==> src/rtl/lsu_perf_tracker_if.sv <==
// rtl/lsu_perf_tracker_if.sv - fetch and LSU fire strobes observed by the perf tracker
interface lsu_perf_tracker_if #(
  parameter int NUM_LANES  = 4,
  parameter int ADDR_WIDTH = 30
);
  logic                            icache_req_fire;
  logic                            icache_rsp_fire;
  logic                            lsu_req_fire;
  logic                            lsu_req_rw;
  logic [NUM_LANES-1:0]            lsu_req_mask;
  logic [NUM_LANES*ADDR_WIDTH-1:0] lsu_req_addr;
  logic                            lsu_rsp_fire;

  // core side drives the strobes
  modport master (
    output icache_req_fire, icache_rsp_fire, lsu_req_fire, lsu_req_rw,
           lsu_req_mask, lsu_req_addr, lsu_rsp_fire
  );

  // tracker only observes
  modport slave (
    input icache_req_fire, icache_rsp_fire, lsu_req_fire, lsu_req_rw,
          lsu_req_mask, lsu_req_addr, lsu_rsp_fire
  );
endinterface

==> src/rtl/lsu_perf_tracker.sv <==
// rtl/lsu_perf_tracker.sv - fetch/memory event counters and outstanding-cycle accumulators
module lsu_perf_tracker #(
  parameter int NUM_LANES     = 4,
  parameter int ADDR_WIDTH    = 30,
  parameter int PERF_CTR_BITS = 44,
  parameter int PENDING_BITS  = 8
) (
  input  logic                     clk,
  input  logic                     reset,
  input  logic                     clear,
  lsu_perf_tracker_if.slave        bus,
  output logic [PERF_CTR_BITS-1:0] ifetches,
  output logic [PERF_CTR_BITS-1:0] loads,
  output logic [PERF_CTR_BITS-1:0] stores,
  output logic [PERF_CTR_BITS-1:0] ifetch_latency,
  output logic [PERF_CTR_BITS-1:0] load_latency,
  output logic [PERF_CTR_BITS-1:0] same_address,
  output logic [PENDING_BITS-1:0]  ifetch_pending,
  output logic [PENDING_BITS-1:0]  load_pending
);

  logic                  req_valid;
  logic                  load_req;
  logic                  store_req;
  logic                  same_addr;
  logic                  lead_found;
  logic                  multi_lane;
  logic                  all_match;
  logic [ADDR_WIDTH-1:0] lead_addr;
  logic [ADDR_WIDTH-1:0] lane_addr [NUM_LANES];

  // a request with no active lanes is not an event at all
  assign req_valid = bus.lsu_req_fire && (bus.lsu_req_mask != '0);
  assign load_req  = req_valid && !bus.lsu_req_rw;
  assign store_req = req_valid && bus.lsu_req_rw;

  for (genvar i = 0; i < NUM_LANES; i++) begin : g_lane
    assign lane_addr[i] = bus.lsu_req_addr[i*ADDR_WIDTH +: ADDR_WIDTH];
  end

  // compare every active lane against the lowest-index active lane
  always_comb begin
    lead_addr  = '0;
    lead_found = 1'b0;
    multi_lane = 1'b0;
    all_match  = 1'b1;
    for (int i = 0; i < NUM_LANES; i++) begin
      if (bus.lsu_req_mask[i]) begin
        if (!lead_found) begin
          lead_addr  = lane_addr[i];
          lead_found = 1'b1;
        end else begin
          multi_lane = 1'b1;
          if (lane_addr[i] != lead_addr) all_match = 1'b0;
        end
      end
    end
    same_addr = req_valid && multi_lane && all_match;
  end

  // +1/-1 with saturation at both ends; simultaneous inc and dec cancel
  function automatic logic [PENDING_BITS-1:0] pend_next(
    input logic [PENDING_BITS-1:0] cur,
    input logic                    inc,
    input logic                    dec
  );
    pend_next = cur;
    if (inc && !dec && (cur != '1)) pend_next = cur + PENDING_BITS'(1);
    else if (dec && !inc && (cur != '0)) pend_next = cur - PENDING_BITS'(1);
  endfunction

  // outstanding-request counters, unaffected by clear
  always_ff @(posedge clk or posedge reset) begin
    if (reset) begin
      ifetch_pending <= '0;
      load_pending   <= '0;
    end else begin
      ifetch_pending <= pend_next(ifetch_pending, bus.icache_req_fire, bus.icache_rsp_fire);
      load_pending   <= pend_next(load_pending, load_req, bus.lsu_rsp_fire);
    end
  end

  // event counts and latency totals; latency adds the pre-update pending value
  always_ff @(posedge clk or posedge reset) begin
    if (reset) begin
      ifetches       <= '0;
      loads          <= '0;
      stores         <= '0;
      ifetch_latency <= '0;
      load_latency   <= '0;
      same_address   <= '0;
    end else if (clear) begin
      ifetches       <= '0;
      loads          <= '0;
      stores         <= '0;
      ifetch_latency <= '0;
      load_latency   <= '0;
      same_address   <= '0;
    end else begin
      ifetches       <= ifetches + PERF_CTR_BITS'(bus.icache_req_fire);
      loads          <= loads + PERF_CTR_BITS'(load_req);
      stores         <= stores + PERF_CTR_BITS'(store_req);
      ifetch_latency <= ifetch_latency + PERF_CTR_BITS'(ifetch_pending);
      load_latency   <= load_latency + PERF_CTR_BITS'(load_pending);
      same_address   <= same_address + PERF_CTR_BITS'(same_addr);
    end
  end

  // flag a response that arrives with nothing outstanding
  always_ff @(posedge clk) begin
    if (!reset) begin
      assert (!(bus.icache_rsp_fire && !bus.icache_req_fire && (ifetch_pending == '0)))
        else $warning("ifetch response with no outstanding request");
      assert (!(bus.lsu_rsp_fire && !load_req && (load_pending == '0)))
        else $warning("load response with no outstanding request");
    end
  end

endmodule

==> src/flat_wrapper.sv <==
// flat-port wrapper written by rule: the top's interface ports become plain ports
module lsu_perf_tracker_flat 
#(
  parameter int NUM_LANES     = 4,
  parameter int ADDR_WIDTH    = 30,
  parameter int PERF_CTR_BITS = 44,
  parameter int PENDING_BITS  = 8
)
  (clk, reset, clear, ifetches, loads, stores, ifetch_latency, load_latency, same_address, ifetch_pending, load_pending, bus_icache_req_fire, bus_icache_rsp_fire, bus_lsu_req_fire, bus_lsu_req_rw, bus_lsu_req_mask, bus_lsu_req_addr, bus_lsu_rsp_fire);
  lsu_perf_tracker_if #(.NUM_LANES(NUM_LANES), .ADDR_WIDTH(ADDR_WIDTH)) bus_i ();
  input  logic clk;
  input  logic reset;
  input  logic clear;
  output logic [PERF_CTR_BITS-1:0] ifetches;
  output logic [PERF_CTR_BITS-1:0] loads;
  output logic [PERF_CTR_BITS-1:0] stores;
  output logic [PERF_CTR_BITS-1:0] ifetch_latency;
  output logic [PERF_CTR_BITS-1:0] load_latency;
  output logic [PERF_CTR_BITS-1:0] same_address;
  output logic [PENDING_BITS-1:0] ifetch_pending;
  output logic [PENDING_BITS-1:0] load_pending;
  input wire logic [$bits(bus_i.icache_req_fire)-1:0] bus_icache_req_fire;
  input wire logic [$bits(bus_i.icache_rsp_fire)-1:0] bus_icache_rsp_fire;
  input wire logic [$bits(bus_i.lsu_req_fire)-1:0] bus_lsu_req_fire;
  input wire logic [$bits(bus_i.lsu_req_rw)-1:0] bus_lsu_req_rw;
  input wire logic [$bits(bus_i.lsu_req_mask)-1:0] bus_lsu_req_mask;
  input wire logic [$bits(bus_i.lsu_req_addr)-1:0] bus_lsu_req_addr;
  input wire logic [$bits(bus_i.lsu_rsp_fire)-1:0] bus_lsu_rsp_fire;
  assign bus_i.icache_req_fire = bus_icache_req_fire;
  assign bus_i.icache_rsp_fire = bus_icache_rsp_fire;
  assign bus_i.lsu_req_fire = bus_lsu_req_fire;
  assign bus_i.lsu_req_rw = bus_lsu_req_rw;
  assign bus_i.lsu_req_mask = bus_lsu_req_mask;
  assign bus_i.lsu_req_addr = bus_lsu_req_addr;
  assign bus_i.lsu_rsp_fire = bus_lsu_rsp_fire;
  lsu_perf_tracker #(.NUM_LANES(NUM_LANES), .ADDR_WIDTH(ADDR_WIDTH), .PERF_CTR_BITS(PERF_CTR_BITS), .PENDING_BITS(PENDING_BITS)) u_core (.clk(clk), .reset(reset), .clear(clear), .bus(bus_i), .ifetches(ifetches), .loads(loads), .stores(stores), .ifetch_latency(ifetch_latency), .load_latency(load_latency), .same_address(same_address), .ifetch_pending(ifetch_pending), .load_pending(load_pending));
endmodule
==> config.mk <==
export PLATFORM = sky130hd
export DESIGN_NAME = lsu_perf_tracker_flat
export DESIGN_NICKNAME = d
export VERILOG_FILES = /design/src/rtl/lsu_perf_tracker_if.sv /design/src/rtl/lsu_perf_tracker.sv /design/src/flat_wrapper.sv
export SDC_FILE = /design/constraint.sdc
export NUM_CORES = 1
export LEC_CHECK = 0
export BUFFER_PORTS_ARGS = -buffer_cell sky130_fd_sc_hd__buf_2
export CORE_UTILIZATION = 45
export CTS_CLUSTER_DIAMETER = 60
export DETAILED_ROUTE_END_ITERATION = 10
export PLACE_DENSITY = 0.69
export SLEW_MARGIN = 10
export SYNTH_ARGS = -nofsm -noshare
export SYNTH_HDL_FRONTEND = slang
export SYNTH_SLANG_ARGS = --single-unit
==> constraint.sdc <==
create_clock -name clk -period 12.9 [get_ports clk]
set_clock_uncertainty 0.1 [all_clocks]
set_input_delay 3.225 -clock clk [delete_from_list [all_inputs] [get_ports clk]]
set_output_delay 3.225 -clock clk [all_outputs]
set_load 0.03 [all_outputs]
Word level (Yosys, flattened, before mapping)
Index checks and enable logic that the tools add are counted.
{"block": "totals", "reg_bits": 280, "out_inout_bits": 280, "elab_cells": 79, "input_bits": 132}
{"block": "classes", "reduce_logical": 23, "mux": 33, "n_eq_ne": 5, "n_addsub": 10}
{"operator": "44-bit 2-to-1 mux", "count": 6}
{"operator": "44-bit by 1-bit adder with 44-bit output", "count": 4}
{"operator": "30-bit 2-to-1 mux", "count": 5}
{"operator": "30-bit != test", "count": 3}
{"operator": "44-bit by 8-bit adder with 44-bit output", "count": 2}
{"operator": "8-bit 2-to-1 mux", "count": 4}
{"operator": "1-bit 2-to-1 mux", "count": 18}
{"operator": "8-bit by 1-bit adder with 8-bit output, second input constant", "count": 2}
{"operator": "8-bit != test, second input constant", "count": 2}
{"operator": "8-bit nonzero test", "count": 2}
{"operator": "8-bit by 1-bit subtractor with 8-bit output, second input constant", "count": 2}
{"operator": "1-bit logical AND", "count": 13}
{"operator": "1-bit zero test", "count": 5}
{"operator": "2-bit nonzero test", "count": 2}
{"operator": "4-bit nonzero test", "count": 1}

Depth between registers and ports, before layout
Gate-level depths: netlist of the first run.
{"block": "depth", "depth_word": 14, "ltp_mapped": 21, "depth_no_buf": 16}

Worst setup path after synthesis of the first run
Ideal clock, no wire load.
{"block": "synth_timing", "path_kind": "in2reg", "startpoint": "in bus_lsu_req_mask[1]", "endpoint": "reg u_core.same_address[38]", "required_ns": 12.722, "cell_stages": 18, "t_arrival_ns": 7.078, "setup_ns": 0.078, "slack_ns": 5.644, "cell_sequence": "buf_2 > clkbuf_1 > nand2_1 > o21ai_0 > xnor2_1 > nand4_1 > or4_1 > o31ai_1 > nor4b_1 > ha_1 > ha_1 > and4_1 > nand2b_1 > clkbuf_1 > nor4_1 > nand4_1 > or3_1 > a21oi_1"}
{"block": "synth_between", "elab_chain_cells": 11, "word_cells_on_any_way": 25, "classes_between": "add/sub (1); eq/ne (2); mux (18); reduce/logical (4)"}
{"item": "start, declared", "line": "flat_wrapper.sv:26", "source": "input wire logic [$bits(bus_i.lsu_req_mask)-1:0] bus_lsu_req_mask;"}
{"item": "30-bit 2-to-1 mux", "line": "lsu_perf_tracker.sv:48", "source": "if (bus.lsu_req_mask[i]) begin"}
{"item": "30-bit != test", "line": "lsu_perf_tracker.sv:54", "source": "if (lane_addr[i] != lead_addr) all_match = 1'b0;"}
{"item": "1-bit 2-to-1 mux", "line": "lsu_perf_tracker.sv:54"}
{"item": "1-bit 2-to-1 mux", "line": "lsu_perf_tracker.sv:49", "source": "if (!lead_found) begin"}
{"item": "1-bit 2-to-1 mux", "line": "lsu_perf_tracker.sv:48"}
{"item": "1-bit 2-to-1 mux", "line": "lsu_perf_tracker.sv:54"}
{"item": "1-bit 2-to-1 mux", "line": "lsu_perf_tracker.sv:49"}
{"item": "1-bit 2-to-1 mux", "line": "lsu_perf_tracker.sv:48"}
{"item": "1-bit logical AND *", "line": "lsu_perf_tracker.sv:58", "source": "same_addr = req_valid && multi_lane && all_match;"}
{"item": "44-bit by 1-bit adder with 44-bit output *", "line": "lsu_perf_tracker.sv:105", "source": "same_address <= same_address + PERF_CTR_BITS'(same_addr);"}
{"item": "44-bit 2-to-1 mux *", "line": "lsu_perf_tracker.sv:92", "source": "end else if (clear) begin"}
{"item": "end signal, assigned", "line": "lsu_perf_tracker.sv:105"}
{"item": "end, declared", "line": "lsu_perf_tracker.sv:17", "source": "output logic [PERF_CTR_BITS-1:0] same_address,"}
Every way passes the cells marked *; elsewhere a longest branch is shown, timed or not.
A chain may end at the register's enable or synchronous reset.

Worst setup path after layout of the first run
{"block": "layout_timing", "startpoint": "in bus_lsu_req_mask[0]", "endpoint": "reg u_core.same_address[42]"}
{"block": "layout_between", "elab_chain_cells": 14, "word_cells_on_any_way": 32, "classes_between": "add/sub (1); eq/ne (3); mux (24); reduce/logical (4)"}
{"item": "30-bit 2-to-1 mux", "line": "lsu_perf_tracker.sv:48"}
{"item": "30-bit != test", "line": "lsu_perf_tracker.sv:54"}
{"item": "1-bit 2-to-1 mux", "line": "lsu_perf_tracker.sv:54"}
{"item": "1-bit 2-to-1 mux", "line": "lsu_perf_tracker.sv:49"}
{"item": "1-bit 2-to-1 mux", "line": "lsu_perf_tracker.sv:48"}
{"item": "1-bit 2-to-1 mux", "line": "lsu_perf_tracker.sv:54"}
{"item": "1-bit 2-to-1 mux", "line": "lsu_perf_tracker.sv:49"}
{"item": "1-bit 2-to-1 mux", "line": "lsu_perf_tracker.sv:48"}
{"item": "1-bit 2-to-1 mux", "line": "lsu_perf_tracker.sv:54"}
{"item": "1-bit 2-to-1 mux", "line": "lsu_perf_tracker.sv:49"}
{"item": "1-bit 2-to-1 mux", "line": "lsu_perf_tracker.sv:48"}
{"item": "1-bit logical AND *", "line": "lsu_perf_tracker.sv:58"}
{"item": "44-bit by 1-bit adder with 44-bit output *", "line": "lsu_perf_tracker.sv:105"}
{"item": "44-bit 2-to-1 mux *", "line": "lsu_perf_tracker.sv:92"}
Marked as above.

==> results of run 1 <==
[worst register-to-register path, cell delays in order (launching register included)]
cell     delay (ns)
dfrtp_1        0.53
nand4_1        0.13
o21ai_0        0.88
ha_1           0.40
a21o_1         0.17
a21oi_1        0.22
nor2b_1        0.08
o21a_1         0.18
o41ai_1        0.35
mux2i_1        0.26
xor2_1         0.16
[path summary, 6_finish.rpt]
check / from / endpoint / cells past startpoint
min in group asynchronous: reset / u_core.load_latency[29] / 2
max in group asynchronous: reset / u_core.same_address[29] / 4
min: u_core.same_address[43] / u_core.same_address[43] / 2
max reg2reg: u_core.ifetch_pending[1] / u_core.ifetch_pending[7] / 10
max: bus_lsu_req_mask[0] / u_core.same_address[42] / 17
min reg2reg: u_core.same_address[43] / u_core.same_address[43] / 2
[routing by layer]
| metal | track usage, % | vias to the layer above | share of wire, % |
|---|---|---|---|
| met5 | 0 | - | 0.022 |
| met4 | 10.7 | 2 | 3.5 |
| met3 | 6.14 | 106 | 7.6 |
| met2 | 43.0 | 575 | 46 |
| met1 | 35.6 | 7808 | 43 |
| li1 | - | 7638 | - |
[flip-flops by register name, summed over array words and instances (netlist names)]
register               count
u_core.same_address       44
u_core.stores             44
u_core.ifetches           44
u_core.ifetch_pending      8
u_core.load_latency       44
u_core.loads              44
u_core.load_pending        8
u_core.ifetch_latency     44
[logic make-up (layout without fill, tap and decap cells)]
logic type      after synthesis  after routing  synth area share, %
simple gates                877            877                 26.0
mux                          15             15                0.933
xor+xnor                    264            264                 13.6
buf+inv                     144            554                 3.25
fa+ha+maj                    41             41                 3.17
flops                       280            280                 41.1
compound gates              325            325                 11.9
other cells                   0              1                    0
[Yosys cell counts, types with 7 or more instances]
cell type / instances
nor2_1: 277
nand2_1: 146
o31ai_1: 10
o21ai_0: 87
a21oi_1: 103
inv_1: 70
xnor2_1: 138
and4_1: 27
o21a_1: 7
nand3_1: 101
a221oi_1: 13
dfrtp_1: 280
and3_1: 39
or4_1: 7
xor2_1: 126
a21o_1: 11
nor2b_1: 38
nor3_1: 39
and2_1: 12
mux2i_1: 8
mux2_2: 7
nand2b_1: 8
ha_1: 36
a22oi_1: 11
nor4_1: 37
o22ai_1: 12
or3_1: 47
clkbuf_1: 59
a21boi_0: 8
buf_2: 9
nand4_1: 54
nand3b_1: 18
[cell usage in the layout (no fill, tap or decap), drive strengths merged, types with 8 or more instances in the layout]
master  Yosys  layout
buf        14     420
dfrtp     280     280
nor2      277     277
nand2     146     146
xnor2     138     138
xor2      126     126
a21oi     103     103
nand3     101     101
o21ai      87      87
inv        70      72
nand4      55      55
clkbuf     60      49
or3        47      47
nor3       40      40
and3       39      39
nor4       39      39
nor2b      38      38
ha         36      36
and4       29      29
nand3b     18      18
a221oi     13      13
and2       12      12
o22ai      12      12
a21o       11      11
a22oi      11      11
o31ai      10      10
nand2b      8       8
a21boi      8       8
mux2i       8       8
[cell type report]
type,instances,area (µm²),share of cell area (%)
repair buffers,421,2140,10.3
well taps,504,631,3.04
inverters,70,270,1.30
clock buffers,48,1010,4.84
diodes,1,2.50,0.0120
clock inverters,15,241,1.16
flip-flops and latches,280,7010,33.7
multi-input cells,1522,9480,45.6
[where the power goes]
group | switching, µW | total, µW | internal (µW)
logic | 529 | 840 | 311
registers | 74.1 | 1010 | 931
clock network | 393 | 1050 | 652
[stage by stage]
step	utilization, %	hold slack (ns)
after floorplan	-	0.597
after global placement	52.8	0.422
after detailed placement	52.8	0.431
after CTS	56.2	0.444
after global routing	56.2	0.480
final	56.2	0.441
==> results.py, run 1 <==
metrics = {
    "status": {
        "status": "finished, final reports clean",
    },
    "placement": {
        "place_ws_ns": 4.04,
        "dp_cells": 2797,
        "gp_congestion": 0.965,
        "dpl_cell_area_um2": 19500,
        "io_buffers": 411,
        "dpl.hpwl_mm": 39.6,
    },
    "grt": {
        "grt-ovfl-total": 0,
        "grt_pass1_vias": 15200,
        "grt_pass1_wl_mm": 83.6,
        "antenna_found_initial": 2,
        "grt_max_degree": 104,
        "grt_util_all_layers_pct": 27.0,
    },
    "timing": {
        "period_needed_ns": 8.35,
        "slew_headroom_pct": 24.9,
        "period_share_pct": 64.8,
        "hold_viol_final": 0,
        "tightest_slew_ns": 1.11,
        "fmax_mhz": 120,
        "drv_slew": 0,
        "worst_slack_ns": 4.55,
        "finalSetupViolations": 0,
        "rsz0062_at_grt": "no",
        "finalSetupTns_ns": 0,
    },
    "yosys": {
        "ys_ff_latch": 280,
        "syn_avg_cell_area_um2": 8.75,
        "synthTopCellsByArea": "dfrtp_1, xnor2_1, xor2_1",
        "async_reset_ff_share_pct": 100,
        "synth_seq_area_share_pct": 41.1,
        "netlist.area_leader.share_pct": 41.1,
        "ys_types": 68,
        "synthesis.area_um2": 17000,
        "synth_cells": 1946,
        "yosysWarnings": 0,
        "syn_nets": 2118,
        "dominantRegCellSynth": "dfrtp_1",
        "yosys.area.top_type": "dfrtp_1",
        "synth_edf_count": 0,
    },
    "setup_path": {
        "r2r_slack_ns": 9.36,
        "start_kind": "input pin",
        "cpMaxStageDelayCell": "buf_4",
        "crit_family": "simple AND/OR/NAND/NOR gates",
        "crit_arrival_ns": 8.63,
        "crit_buf_inv": 2,
        "required_ns": 13.18,
        "endpoint_kind": "flop",
        "setup.worst_path.class": "in -> reg",
        "path_cells": "buf_2, buf_4, mux2_2, xnor2_1, nand4_1, or4_1, o31ai_1, nor4b_1, ha_1, ha_1, and4_1, nand2b_1, nor4_1, nand4_1, nor3_1, xnor2_1, nor2_1",
        "crit_fanout": 73,
        "cp_slowest_stage_delay_ns": 0.66,
    },
    "drt": {
        "via_per_inst": 5.64,
        "vias": 16100,
        "antenna_left": 0,
        "drc": 0,
        "wl_per_cell_um": 18.7,
        "drt_iter0_drc": 1144,
        "wl_mm": 53.5,
        "dr.pass1.iters": 5,
    },
    "clock_network": {
        "worstSkewPairLatency_ns": 0.53,
        "clk_pin_slew_ns": 0.06,
        "htreeDepth": 2,
        "ctsHoldBuffers": 0,
        "clock_path_buffers": 3,
        "postCtsSetupRepairBufs": 0,
        "cts_buffers": 36,
        "cts-root-buf": "clkbuf_16",
        "cts.sink_count": 280,
        "cts_resized": 0,
        "cts_tree": "built",
    },
    "finish": {
        "nNetsFinal": 2503,
        "syn_to_final_growth_pct": 22.0,
        "n_fill_cell": 3468,
        "final_area_um2": 20800,
        "layout-drive-gt1-share_pct": 21.3,
        "final_cells": 2861,
    },
    "floorplanning": {
        "pin_count": 412,
        "initial_core_util_pct": 46.1,
        "rows": 70,
        "die_area_um2": 38600,
        "dieHeight_um": 197,
        "die_x_um": 197,
        "core_area_um2": 37000,
    },
    "power_and_ir_drop": {
        "power.total_uw": 2890,
        "p_leak_uw": 0.00965,
        "ir_drop_mv": 0.107,
        "p_per_area_nw_per_um2": 139,
    },
    "flow_run": {
        "max-cap-violations": 0,
    },
    "hold_path": {
        "hold_path.class": "reg -> reg",
    },
}
No activity file was read; power rests on OpenSTA's default activity.
==> run 2: changes to the inputs <==
--- a/config.mk
+++ b/config.mk
@@ -9,7 +9,7 @@
 export CORE_UTILIZATION = 45
 export CTS_CLUSTER_DIAMETER = 60
 export DETAILED_ROUTE_END_ITERATION = 10
-export PLACE_DENSITY = 0.69
+export PLACE_DENSITY = 0.72
 export SLEW_MARGIN = 10
 export SYNTH_ARGS = -nofsm -noshare
 export SYNTH_HDL_FRONTEND = slang
==> constraint.sdc (replaced) <==
create_clock -name clk -period 6.9 [get_ports clk]
set_clock_uncertainty 0.1 [all_clocks]
set_input_delay 1.725 -clock clk [delete_from_list [all_inputs] [get_ports clk]]
set_output_delay 1.725 -clock clk [all_outputs]
set_load 0.03 [all_outputs]
==> results.py, run 2 (synthesis results as in run 1) <==
metrics = {
    "status": {
        "status": "finished, final reports clean",
    },
    "timing": {
        "period_needed_ns": 6.23,
        "finalSetupViolations": 0,
        "tightest_slew_ns": 1.11,
        "fmax_mhz": 160,
        "hold_viol_final": 0,
        "drv_slew": 0,
        "period_share_pct": 90.4,
        "finalSetupTns_ns": 0,
        "slew_headroom_pct": 25.0,
        "rsz0062_at_grt": "no",
        "worst_slack_ns": 0.665,
    },
    "grt": {
        "grt_pass1_wl_mm": 82.6,
        "grt_util_all_layers_pct": 26.8,
        "grt_max_degree": 152,
        "grt-ovfl-total": 0,
        "antenna_found_initial": 2,
        "grt_pass1_vias": 15100,
    },
    "setup_path": {
        "setup.worst_path.class": "in -> reg",
        "r2r_slack_ns": 3.32,
        "required_ns": 7.22,
        "worstReg2RegStart": "u_core.ifetch_pending[1]",
        "crit_fanout": 31,
        "rr_endpoint": "u_core.ifetch_pending[7]",
        "endpoint_kind": "flop",
        "crit_arrival_ns": 6.56,
        "rr_worst_depth": 10,
        "start_kind": "input pin",
    },
    "floorplanning": {
        "rows": 70,
        "core_area_um2": 37000,
        "dieHeight_um": 197,
        "die_area_um2": 38600,
        "pin_count": 412,
        "die_x_um": 197,
        "initial_core_util_pct": 46.1,
    },
    "power_and_ir_drop": {
        "netSwitchingFraction_pct": 34.9,
        "clkPwrFrac_pct": 33.2,
        "p_per_area_nw_per_um2": 250,
        "ir_drop_mv": 0.175,
        "switchingPower_uw": 1810,
        "internal-power_uw": 3370,
        "p_leak_uw": 0.00961,
        "comb_power_share_pct": 30.6,
        "seqPwrFrac_pct": 36.2,
    },
    "clock_network": {
        "worstSkewPairLatency_ns": 0.53,
        "cts_resized": 0,
        "postCtsSetupRepairBufs": 0,
        "cts.sink_count": 280,
        "cts_buffers": 34,
        "htreeDepth": 2,
        "clock_path_buffers": 3,
        "ctsHoldBuffers": 0,
        "clk_pin_slew_ns": 0.06,
        "cts_tree": "built",
        "cts-root-buf": "clkbuf_16",
    },
    "flow_run": {
        "max-cap-violations": 0,
    },
    "drt": {
        "drc": 0,
        "wl_per_cell_um": 18.7,
        "wl_mm": 53.3,
        "antenna_left": 0,
        "via_per_inst": 5.71,
        "dr.pass1.iters": 8,
        "drt_iter0_drc": 1051,
        "vias": 16300,
    },
    "hold_path": {
        "min_path_cells": 2,
        "hp-start": "u_core.loads[43]",
        "holdPathEnd": "u_core.loads[43]",
        "hold_path.class": "reg -> reg",
    },
    "placement": {
        "io_buffers": 411,
        "gp_congestion": 0.973,
        "place_ws_ns": 0.207,
        "dpl.hpwl_mm": 39.5,
        "dpl_cell_area_um2": 19600,
    },
    "finish": {
        "final_area_um2": 20700,
        "layout_commonest_cell": "buf_2",
        "final_cell_mix": "buf_2, dfrtp_1, nor2_1, nand2_1, xnor2_1",
        "syn_to_final_growth_pct": 21.5,
        "layout-drive-gt1-share_pct": 21.3,
        "nNetsFinal": 2506,
        "n_fill_cell": 3361,
    },
}
run 2: cell types whose count changed in the layout (fill, tap and decap cells not counted), sizes merged, moves of 2 or more:
cell and delta:
buf +5, bufinv -4, clkinv -3, inv -2
run 2: per-layer routing:
layer / global-route usage (%) / wire length, µm / vias to the layer above
li1: - / - / 7635
met2: 42.0 / 24300 / 691
met3: 6.04 / 4340 / 113
met1: 36.1 / 22700 / 7877
met4: 9.98 / 1900 / 0
met5: 0 / 0 / -
run 2: how the worst max path moves through the flow:
stage | from | end | slack, ns | cells after the start
5_1_grt | bus_lsu_req_mask[1] | u_core.same_address[42] | 0.12 | 18
4_1_cts | bus_lsu_req_mask[1] | u_core.same_address[38] | 0.75 | 17
6_report | bus_lsu_req_mask[1] | u_core.same_address[38] | 0.67 | 17
3_3_place_gp | bus_lsu_req_mask[1] | u_core.same_address[42] | 0.28 | 18
2_1_floorplan | bus_lsu_req_mask[1] | u_core.same_address[38] | 1.14 | 18
3_5_place_dp | bus_lsu_req_mask[1] | u_core.same_address[38] | 0.21 | 17
run 2: critical path: stages:
cell,delay (ns)
buf_2,0.42
nor2b_1,0.29
buf_4,0.24
a221oi_1,0.33
mux2i_1,0.23
o2111ai_1,0.12
nor4_1,0.27
a31oi_1,0.14
nor4b_1,0.42
ha_1,0.28
ha_1,0.22
and4_1,0.23
nand2b_1,0.17
nor4_1,0.49
nand4_1,0.37
or3_1,0.42
a21oi_1,0.16
run 2: stage by stage:
step	utilization (%)	hold slack (ns)	instances	total power, µW
after floorplan	-	0.597	1946	2990
after global routing	56.0	0.466	2856	5460
after global placement	53.1	0.420	2802	3420
after detailed placement	53.1	0.439	2802	3460
final	56.0	0.444	2858	5180
after CTS	56.0	0.452	2856	5220
run 2: power groups by stage:
stage	logic (µW)	clock network (µW)	registers, µW
6_report	1580	1720	1880
4_1_cts	1570	1770	1870
5_1_grt	1730	1830	1900
3_3_place_gp	1520	0	1900
2_1_floorplan	928	0	2060
3_5_place_dp	1560	0	1900
run 2: cell type report:
cell class	instances	area (µm²)	area share, %
repair buffers	426	2240	10.8
clock buffers	47	1000	4.84
well taps	504	631	3.05
diodes	2	5.00	0.0242
multi-input cells	1522	9480	45.8
inverters	70	267	1.29
clock inverters	7	72.6	0.351
flip-flops and latches	280	7010	33.8
